[config.mk]
export PLATFORM = sky130hd
export DESIGN_NAME = tcm_ctrl
export DESIGN_NICKNAME = d
export VERILOG_FILES = /design/src/rtl/tcm_ctrl.sv
export SDC_FILE = /design/constraint.sdc
export NUM_CORES = 1
export LEC_CHECK = 0
export BUFFER_PORTS_ARGS = -buffer_cell sky130_fd_sc_hd__buf_2
export CAP_MARGIN = 20
export CELL_PAD_IN_SITES_DETAIL_PLACEMENT = 1
export CELL_PAD_IN_SITES_GLOBAL_PLACEMENT = 2
export CORE_MARGIN = 5
export CORE_UTILIZATION = 32
export DETAILED_ROUTE_END_ITERATION = 8
export PLACE_DENSITY_LB_ADDON = 0.05
export SYNTH_ARGS = -nofsm -noshare
export SYNTH_HDL_FRONTEND = slang
export SYNTH_SLANG_ARGS = --single-unit
[constraint.sdc]
create_clock -name clk -period 13.3 [get_ports clk]
set_input_delay 0 -clock clk [delete_from_list [all_inputs] [get_ports clk]]
set_output_delay 0 -clock clk [all_outputs]
set_load 0.02 [all_outputs]
[src/rtl/tcm_ctrl.sv]
`default_nettype none
// ============================================================================
//  Module   : tcm_ctrl
//  Purpose  : Tightly-coupled-memory controller. Arbitrates an IFU port and
//             an LSU port onto one single-port synchronous SRAM (1-cycle read
//             latency). Each port gets its responses back in command order
//             through a small per-port response FIFO with valid/ready flow
//             control.
//  Ports    : clk, rst              - clock, asynchronous active-high reset
//             ifu_cmd_* / lsu_cmd_* - command channels (valid/ready, read,
//                                     addr, wmask, wdata)
//             ifu_rsp_* / lsu_rsp_* - response channels (valid/ready, rdata)
//             ram_*                 - SRAM macro interface
//  Revision : 1.0  initial release
// ============================================================================
module tcm_ctrl #(
    parameter int AW        = 14,
    parameter int DW        = 32,
    parameter int MW        = DW / 8,
    parameter int RSP_DEPTH = 2
) (
    input  logic          clk,
    input  logic          rst,
    input  logic          ifu_cmd_valid,
    output logic          ifu_cmd_ready,
    input  logic          ifu_cmd_read,
    input  logic [AW-1:0] ifu_cmd_addr,
    input  logic [MW-1:0] ifu_cmd_wmask,
    input  logic [DW-1:0] ifu_cmd_wdata,
    output logic          ifu_rsp_valid,
    input  logic          ifu_rsp_ready,
    output logic [DW-1:0] ifu_rsp_rdata,
    input  logic          lsu_cmd_valid,
    output logic          lsu_cmd_ready,
    input  logic          lsu_cmd_read,
    input  logic [AW-1:0] lsu_cmd_addr,
    input  logic [MW-1:0] lsu_cmd_wmask,
    input  logic [DW-1:0] lsu_cmd_wdata,
    output logic          lsu_rsp_valid,
    input  logic          lsu_rsp_ready,
    output logic [DW-1:0] lsu_rsp_rdata,
    output logic          ram_cs,
    output logic          ram_we,
    output logic [AW-1:0] ram_addr,
    output logic [MW-1:0] ram_wem,
    output logic [DW-1:0] ram_din,
    input  logic [DW-1:0] ram_dout
);

    localparam int CW = $clog2(RSP_DEPTH + 1);  // FIFO occupancy width
    localparam int PW = $clog2(RSP_DEPTH);      // FIFO pointer width

    // Port index 0 = IFU, 1 = LSU throughout.
    logic [1:0]         cmd_valid;
    logic [1:0]         rsp_ready;
    logic [1:0]         rsp_valid;
    logic [1:0][DW-1:0] rsp_rdata;
    logic [1:0]         elig;
    logic [1:0]         req;
    logic [1:0]         grant;
    logic               sel_lsu;
    logic               sel_read;

    logic               last_grant;   // 1 = LSU was granted last
    logic               s1_valid;
    logic               s1_port;
    logic               s1_read;
    logic [DW-1:0]      s1_data;

    assign cmd_valid = {lsu_cmd_valid, ifu_cmd_valid};
    assign rsp_ready = {lsu_rsp_ready, ifu_rsp_ready};

    // ------------------------------------------------------------------
    // Arbitration. grant already includes eligibility, so it doubles as
    // cmd_ready. Round-robin only matters when both ports compete.
    // ------------------------------------------------------------------
    assign req = cmd_valid & elig;

    always_comb begin
        grant = 2'b00;
        if (rst) begin
            grant = 2'b00;
        end else if (req == 2'b11) begin
            grant = last_grant ? 2'b01 : 2'b10;
        end else begin
            grant = req;
        end
    end

    assign ifu_cmd_ready = grant[0];
    assign lsu_cmd_ready = grant[1];

    // SRAM drive: idle cycles leave address/data following the IFU port.
    assign sel_lsu  = grant[1];
    assign sel_read = sel_lsu ? lsu_cmd_read : ifu_cmd_read;
    assign ram_cs   = |grant;
    assign ram_we   = (|grant) & ~sel_read;
    assign ram_addr = sel_lsu ? lsu_cmd_addr  : ifu_cmd_addr;
    assign ram_wem  = sel_lsu ? lsu_cmd_wmask : ifu_cmd_wmask;
    assign ram_din  = sel_lsu ? lsu_cmd_wdata : ifu_cmd_wdata;

    // ------------------------------------------------------------------
    // Stage 1: the access issued last cycle; ram_dout is valid now.
    // ------------------------------------------------------------------
    always_ff @(posedge clk or posedge rst) begin
        if (rst) begin
            last_grant <= 1'b1;
            s1_valid   <= 1'b0;
            s1_port    <= 1'b0;
            s1_read    <= 1'b0;
        end else begin
            s1_valid <= |grant;
            s1_port  <= sel_lsu;
            s1_read  <= sel_read;
            if (|grant) begin
                last_grant <= sel_lsu;
            end
        end
    end

    assign s1_data = s1_read ? ram_dout : '0;

    // ------------------------------------------------------------------
    // Per-port response FIFO plus eligibility.
    // ------------------------------------------------------------------
    for (genvar p = 0; p < 2; p++) begin : g_port
        localparam logic PID = 1'(p);

        logic [CW-1:0] count;
        logic [PW-1:0] rd_ptr;
        logic [PW-1:0] wr_ptr;
        logic [DW-1:0] mem [RSP_DEPTH];
        logic          push;
        logic          pop;
        logic [CW:0]   outstanding;

        assign push = s1_valid && (s1_port == PID);
        assign pop  = (count != '0) && rsp_ready[p];

        // The stage-1 entry for this port is exactly the pending push.
        // A same-cycle pop frees a slot, hence the rsp_ready -> cmd_ready
        // path. pop implies count > 0, so the subtraction cannot wrap.
        assign outstanding = {1'b0, count} + (CW+1)'(push) - (CW+1)'(pop);
        assign elig[p]     = outstanding < (CW+1)'(RSP_DEPTH);

        assign rsp_valid[p] = (count != '0);
        assign rsp_rdata[p] = mem[rd_ptr];

        // RSP_DEPTH is a power of two, so pointers wrap naturally.
        always_ff @(posedge clk or posedge rst) begin
            if (rst) begin
                count  <= '0;
                rd_ptr <= '0;
                wr_ptr <= '0;
                for (int i = 0; i < RSP_DEPTH; i++) begin
                    mem[i] <= '0;
                end
            end else begin
                if (push) begin
                    mem[wr_ptr] <= s1_data;
                    wr_ptr      <= wr_ptr + 1'b1;
                end
                if (pop) begin
                    rd_ptr <= rd_ptr + 1'b1;
                end
                count <= count + CW'(push) - CW'(pop);
            end
        end
    end

    assign ifu_rsp_valid = rsp_valid[0];
    assign ifu_rsp_rdata = rsp_rdata[0];
    assign lsu_rsp_valid = rsp_valid[1];
    assign lsu_rsp_rdata = rsp_rdata[1];

endmodule
`default_nettype wire

Word-level counts from Yosys, hierarchy flattened
Cells that the tools add are included.
- reduce and logical (&&, ||, !) cells: 9
- add/sub/neg operators: 12
- bitwise logic cells: 8
- shifts and indexed selects: 0
- equal/unequal tests: 1
- divide/modulo/power cells: 0
- muxes and demuxes: 20
- magnitude comparators: 8
- $mul: 0
- operators with widths (kind ; number):
    $mux W32 ; 10
    $bwmux W64 ; 2
    $demux W32 S1 ; 2
    $mux W14 ; 1
    $ge A2 B2 Y1 const B ; 4
    $not A1 Y2 ; 4
    $add A2 B1 Y3 ; 2
    $logic_and A1 B1 Y1 ; 6
    $lt A3 B2 Y1 const B ; 2
    $mux W2 ; 3
    $sub A3 B1 Y3 ; 2
    $add A1 B1 Y1 const B ; 4
    $add A2 B1 Y2 ; 2
    $lt A2 B1 Y1 const B ; 2
    $mux W4 ; 1
    $reduce_bool A2 Y1 ; 2
    $sub A2 B1 Y2 ; 2
    $and A2 B2 Y2 ; 1
    $eq A2 B2 Y1 const B ; 1
    $not A1 Y1 ; 2
    $reduce_or A2 Y1 ; 1
    $and A1 B1 Y1 ; 1
    $mux W1 ; 1
- ROM bits: 0
- output and inout port bits: 120
- word-level logic and storage cells: 72
- memories: 0
- register bits after elaboration: 140
- RAM bits: 0
- bits in latches: 0

Depth between registers and ports, before layout
- depth in word-level cells: 12
- gate-level depth with buffers: 12

Worst setup path before layout
No wires, ideal clock.
- kind: input -> output
- start point: in rst
- end point: out ram_din[22]
- data required time: 13.300 ns
- arrival: 4.388 ns
- path slack: 8.912 ns
- stages: 5
- cell sequence: inv_1 > nand4_4 > a21oi_4 > buf_12 > mux2_4
- cells in the longest elaborated chain, start to end: 2
- ends and longest elaborated chain (what ; RTL line ; text):
    start: declaration ; 23 ; input logic rst,
    $mux W2 ; 81 ; if (rst) begin
    net lsu_cmd_ready ; 34 ; output logic lsu_cmd_ready,
    $mux W32 ; 100 ; assign ram_din = sel_lsu ? lsu_cmd_wdata : ifu_cmd_wdata;
    end: declaration ; 46 ; output logic [DW-1:0] ram_din,
The timed path passes the listed nets, and every way through them passes these cells.

Final worst setup path
- start point: reg g_port[1].count[1]
- end point: reg s1_read
- cells in the longest elaborated chain, start to end: 9
- elaborated cells on any way between the ends: 10
- ends and longest elaborated chain (what ; RTL line ; text):
    start: declaration ; 129 ; logic [CW-1:0] count;
    start signal: assignment ; 166 ; count <= count + CW'(push) - CW'(pop);
    $reduce_bool A2 Y1 * ; 138 ; assign pop = (count != '0) && rsp_ready[p];
    $logic_and A1 B1 Y1 * ; 138 ;
    net g_port[1].pop ; 134 ; logic pop;
    $sub A3 B1 Y3 * ; 143 ; assign outstanding = {1'b0, count} + (CW+1)'(push) - (CW+1)'(pop);
    $lt A3 B2 Y1 * ; 144 ; assign elig[p] = outstanding < (CW+1)'(RSP_DEPTH);
    $and A2 B2 Y2 * ; 77 ; assign req = cmd_valid & elig;
    $eq A2 B2 Y1 ; 83 ; end else if (req == 2'b11) begin
    $mux W2 * ; 83 ;
    $mux W2 * ; 81 ;
    $mux W1 * ; 95 ; assign sel_read = sel_lsu ? lsu_cmd_read : ifu_cmd_read;
    net sel_read ; 62 ; logic sel_read;
    end signal: assignment ; 114 ; s1_read <= sel_read;
    end: declaration ; 67 ; logic s1_read;
The timed path passes the listed nets; every way through them passes the cells marked *.
A chain may end at the register's enable or synchronous reset.

==> reports/metrics.yaml <==
status:
  outcome: "complete, no violations"
global_routing:
  grt_pass1_wl_um: 33700
  met2_usage: 0.313
  met1_usage: 0.209
  grt_busiest_layer: "met2"
  grt_usage: 0.176
  grt_use_met3: 0.0427
  overflow: 0
  grt_max_degree: 77
  antenna_found_initial: 1
  grt_pass1_vias: 6190
logic_synthesis:
  yosysMostFrequentCell: "nand2_1"
  ys_warn_count: 0
  netlist_top_cells_area: "dfrtp_1 51%, mux2_2 11%, mux2_4 11%"
  synth_edf_count: 0
  avgSynthCellArea_sq_um: 10.8
  synthArstFlopShare: 1.00
  synth_top_area_share: 0.511
  syn-num-nets: 776
  synth_cell_types: 29
  synth_area_sq_um: 6810
  synth_area_leader_cell: "dfrtp_1"
  netlist_instances: 630
  synthFlopType: "dfrtp_1"
  synth.yosys.seq_area_share: 0.515
  synth_common_cells: "165 x nand2_1, 139 x dfrtp_1, 130 x o21ai_0"
  ys_ff_latch: 140
cells_and_area:
  areaGrowthSynthToFinish_pct: 35.9
  drive_gt1_frac: 0.462
  fin_nets: 1059
  fin_area_sq_um: 9260
  fillers: 2422
  seq_area_sq_um: 3510
  multi_input_area_sq_um: 3050
  utilization: 0.440
clock_network:
  ctsHtreeMaxLevel: 4
  cts_tree: "done"
  cts_resized: 0
  numCtsBuffers: 17
  post_cts_buffers: 0
  cts.clk_slew.worst_paths_ns: 0.06
  root_buffer: "clkbuf_16"
  clk_latency_ns: 0.42
  postCtsHoldBufs: 39
  clock_sinks: 140
  cts_buffer_depth: 2
floorplanning:
  dieArea_sq_um: 24300
  die_w_um: 156
  die_y_um: 156
  ios: 260
  start_util: 0.324
  core-area_sq_um: 21000
  rows: 53
timing:
  final_hold_viol_count: 0
  setup_viol: 0
  final_max_slew_viol_count: 0
  maxSlewHeadroom: 0.369
  fin_crit_ns: 4.21
  fin_crit_sh: 0.316
  rsz0062_at_grt: "no"
  fin_skew_ns: 0.00834
  tightest_slew_ns: 0.946
  hold_ws_ns: 0.0783
  setup_tns_ns: 0
  fmax_mhz: 238
routing:
  avgRoutedWirePerCell_um: 18.1
  num_vias: 5669
  wl_um: 21800
  firstDrtPassIters: 4
  ant_nets: 0
  drt_iter0_drc: 230
  remaining_drc_errors: 0
  viasPerCell: 4.72
power_and_ir_drop:
  p_comb_frac: 0.428
  power_leakage_uw: 0.00460
  powerDensity_nw_per_um2: 225
  pwr-share-seq: 0.352
  p_int_uw: 1240
  switching_share: 0.405
  total_power_uw: 2080
  ir_drop_v: 0.0000962
  p_clk_frac: 0.220
  p_switching_uw: 844
placement:
  place_area_sq_um: 8280
  portBuffers: 259
  globalplace.congestion: 0.911
  dpl.hpwl_um: 15600
setup_path:
  cp_max_fo: 52
  cp-start-kind: "flop"
  cpPeakStageDelay_ns: 0.70
  cp-end-kind: "flop"
  required_ns: 13.60
  cp_data_arrival_time_ns: 4.51
  crit_chain: "or2_2 > and2_1 > ha_1 > inv_1 > ha_1 > inv_1 > fa_1 > xnor2_2 > nand4_4 > a21oi_4 > buf_4 > mux2_2 > dlygate4sd3_1"
  cpMaxStageDelayCell: "buf_4"
  worstSetupPathType: "reg2reg"
flow_run:
  drv_cap: 0
worst_hold_path:
  min_path_type: "in2reg"
flip-flops by register name (all words and copies together) (netlist names):
name,cells
s1_port,1
g_port.count,4
g_port.mem,128
g_port.wr_ptr,2
s1_valid,1
s1_read,1
g_port.rd_ptr,2
last_grant,1
through the flow:
stage	setup slack, ns	std cells
detailed placement	9.59	1130
floorplan	8.91	630
CTS	9.08	1201
global route	8.86	1202
global placement	9.68	1130
finish	9.09	1202
worst max-delay path, delay by kind of cell, from the launching register on:
kind                     cells  cell delay, ns
AO/OA/AOI/OAI                1            0.17
multiplexers                 1            0.41
AND/OR/NAND/NOR              3            0.66
buffers and inverters        4            1.37
adder cells (fa/ha/maj)      3            0.81
XOR/XNOR                     1            0.22
flip-flops                   1            0.44
cells by family after synthesis:
| kind of cell | count (synthesis) | share of synthesized area |
|---|---|---|
| flops | 140 | 0.515 |
| mux | 115 | 0.217 |
| compound gates | 135 | 0.102 |
| fa+ha+maj | 6 | 0.0132 |
| buf+inv | 49 | 0.0389 |
| xor+xnor | 4 | 0.00625 |
| simple gates | 181 | 0.108 |
placed cells by master (no fill, tap or decap), types with 2 or more instances in the layout:
cell	n
inv_1	6
buf_4	8
fa_1	2
inv_8	3
clkinv_4	5
nand2_1	165
dfrtp_2	2
o21ai_0	130
mux2_4	49
dfrtp_1	137
ha_1	4
dlygate4sd3_1	39
xor2_1	2
or2_2	4
and2_1	2
mux2_2	66
clkbuf_16	17
nand3_1	2
buf_2	259
inv_6	4
clkbuf_8	2
routing by layer:
metal,part of all wire,wire length (um)
met5,0,0
met1,0.40,8720
met3,0.058,1260
met2,0.52,11300
met4,0.021,458
final timing paths:
| path | endpoint | start | slack (ns) | cells after the start |
|---|---|---|---|---|
| max | s1_read | g_port[1].count[1] | 9.09 | 13 |
| min | last_grant | ifu_cmd_valid | 0.08 | 4 |
| max reg2reg | s1_read | g_port[1].count[1] | 9.09 | 13 |
| min reg2reg | g_port[0].mem[63] | g_port[0].mem[63] | 0.47 | 2 |
| max in group asynchronous | g_port[0].rd_ptr | rst | 11.61 | 4 |
| min in group asynchronous | g_port[1].mem[49] | rst | 0.29 | 3 |
power by group through the flow:
stage                     Combinational [uW]  Clock [uW]  Sequential, uW
after detailed placement                 896           0             746
final                                    892         459             732
after global placement                   873           0             731
after CTS                                909         476             738
after floorplan                          684           0             662
after global routing                     979         495             758
cell type report:
type,count,share of cell area
Tap cell,275,0.0372
Timing Repair Buffer,306,0.189
Sequential cell,140,0.379
Clock buffer,19,0.0489
Antenna cell,1,0.000270
Multi-Input combinational cell,441,0.329
Inverter,7,0.00338
Clock inverter,13,0.0138
(Power assumes the default switching activity.)
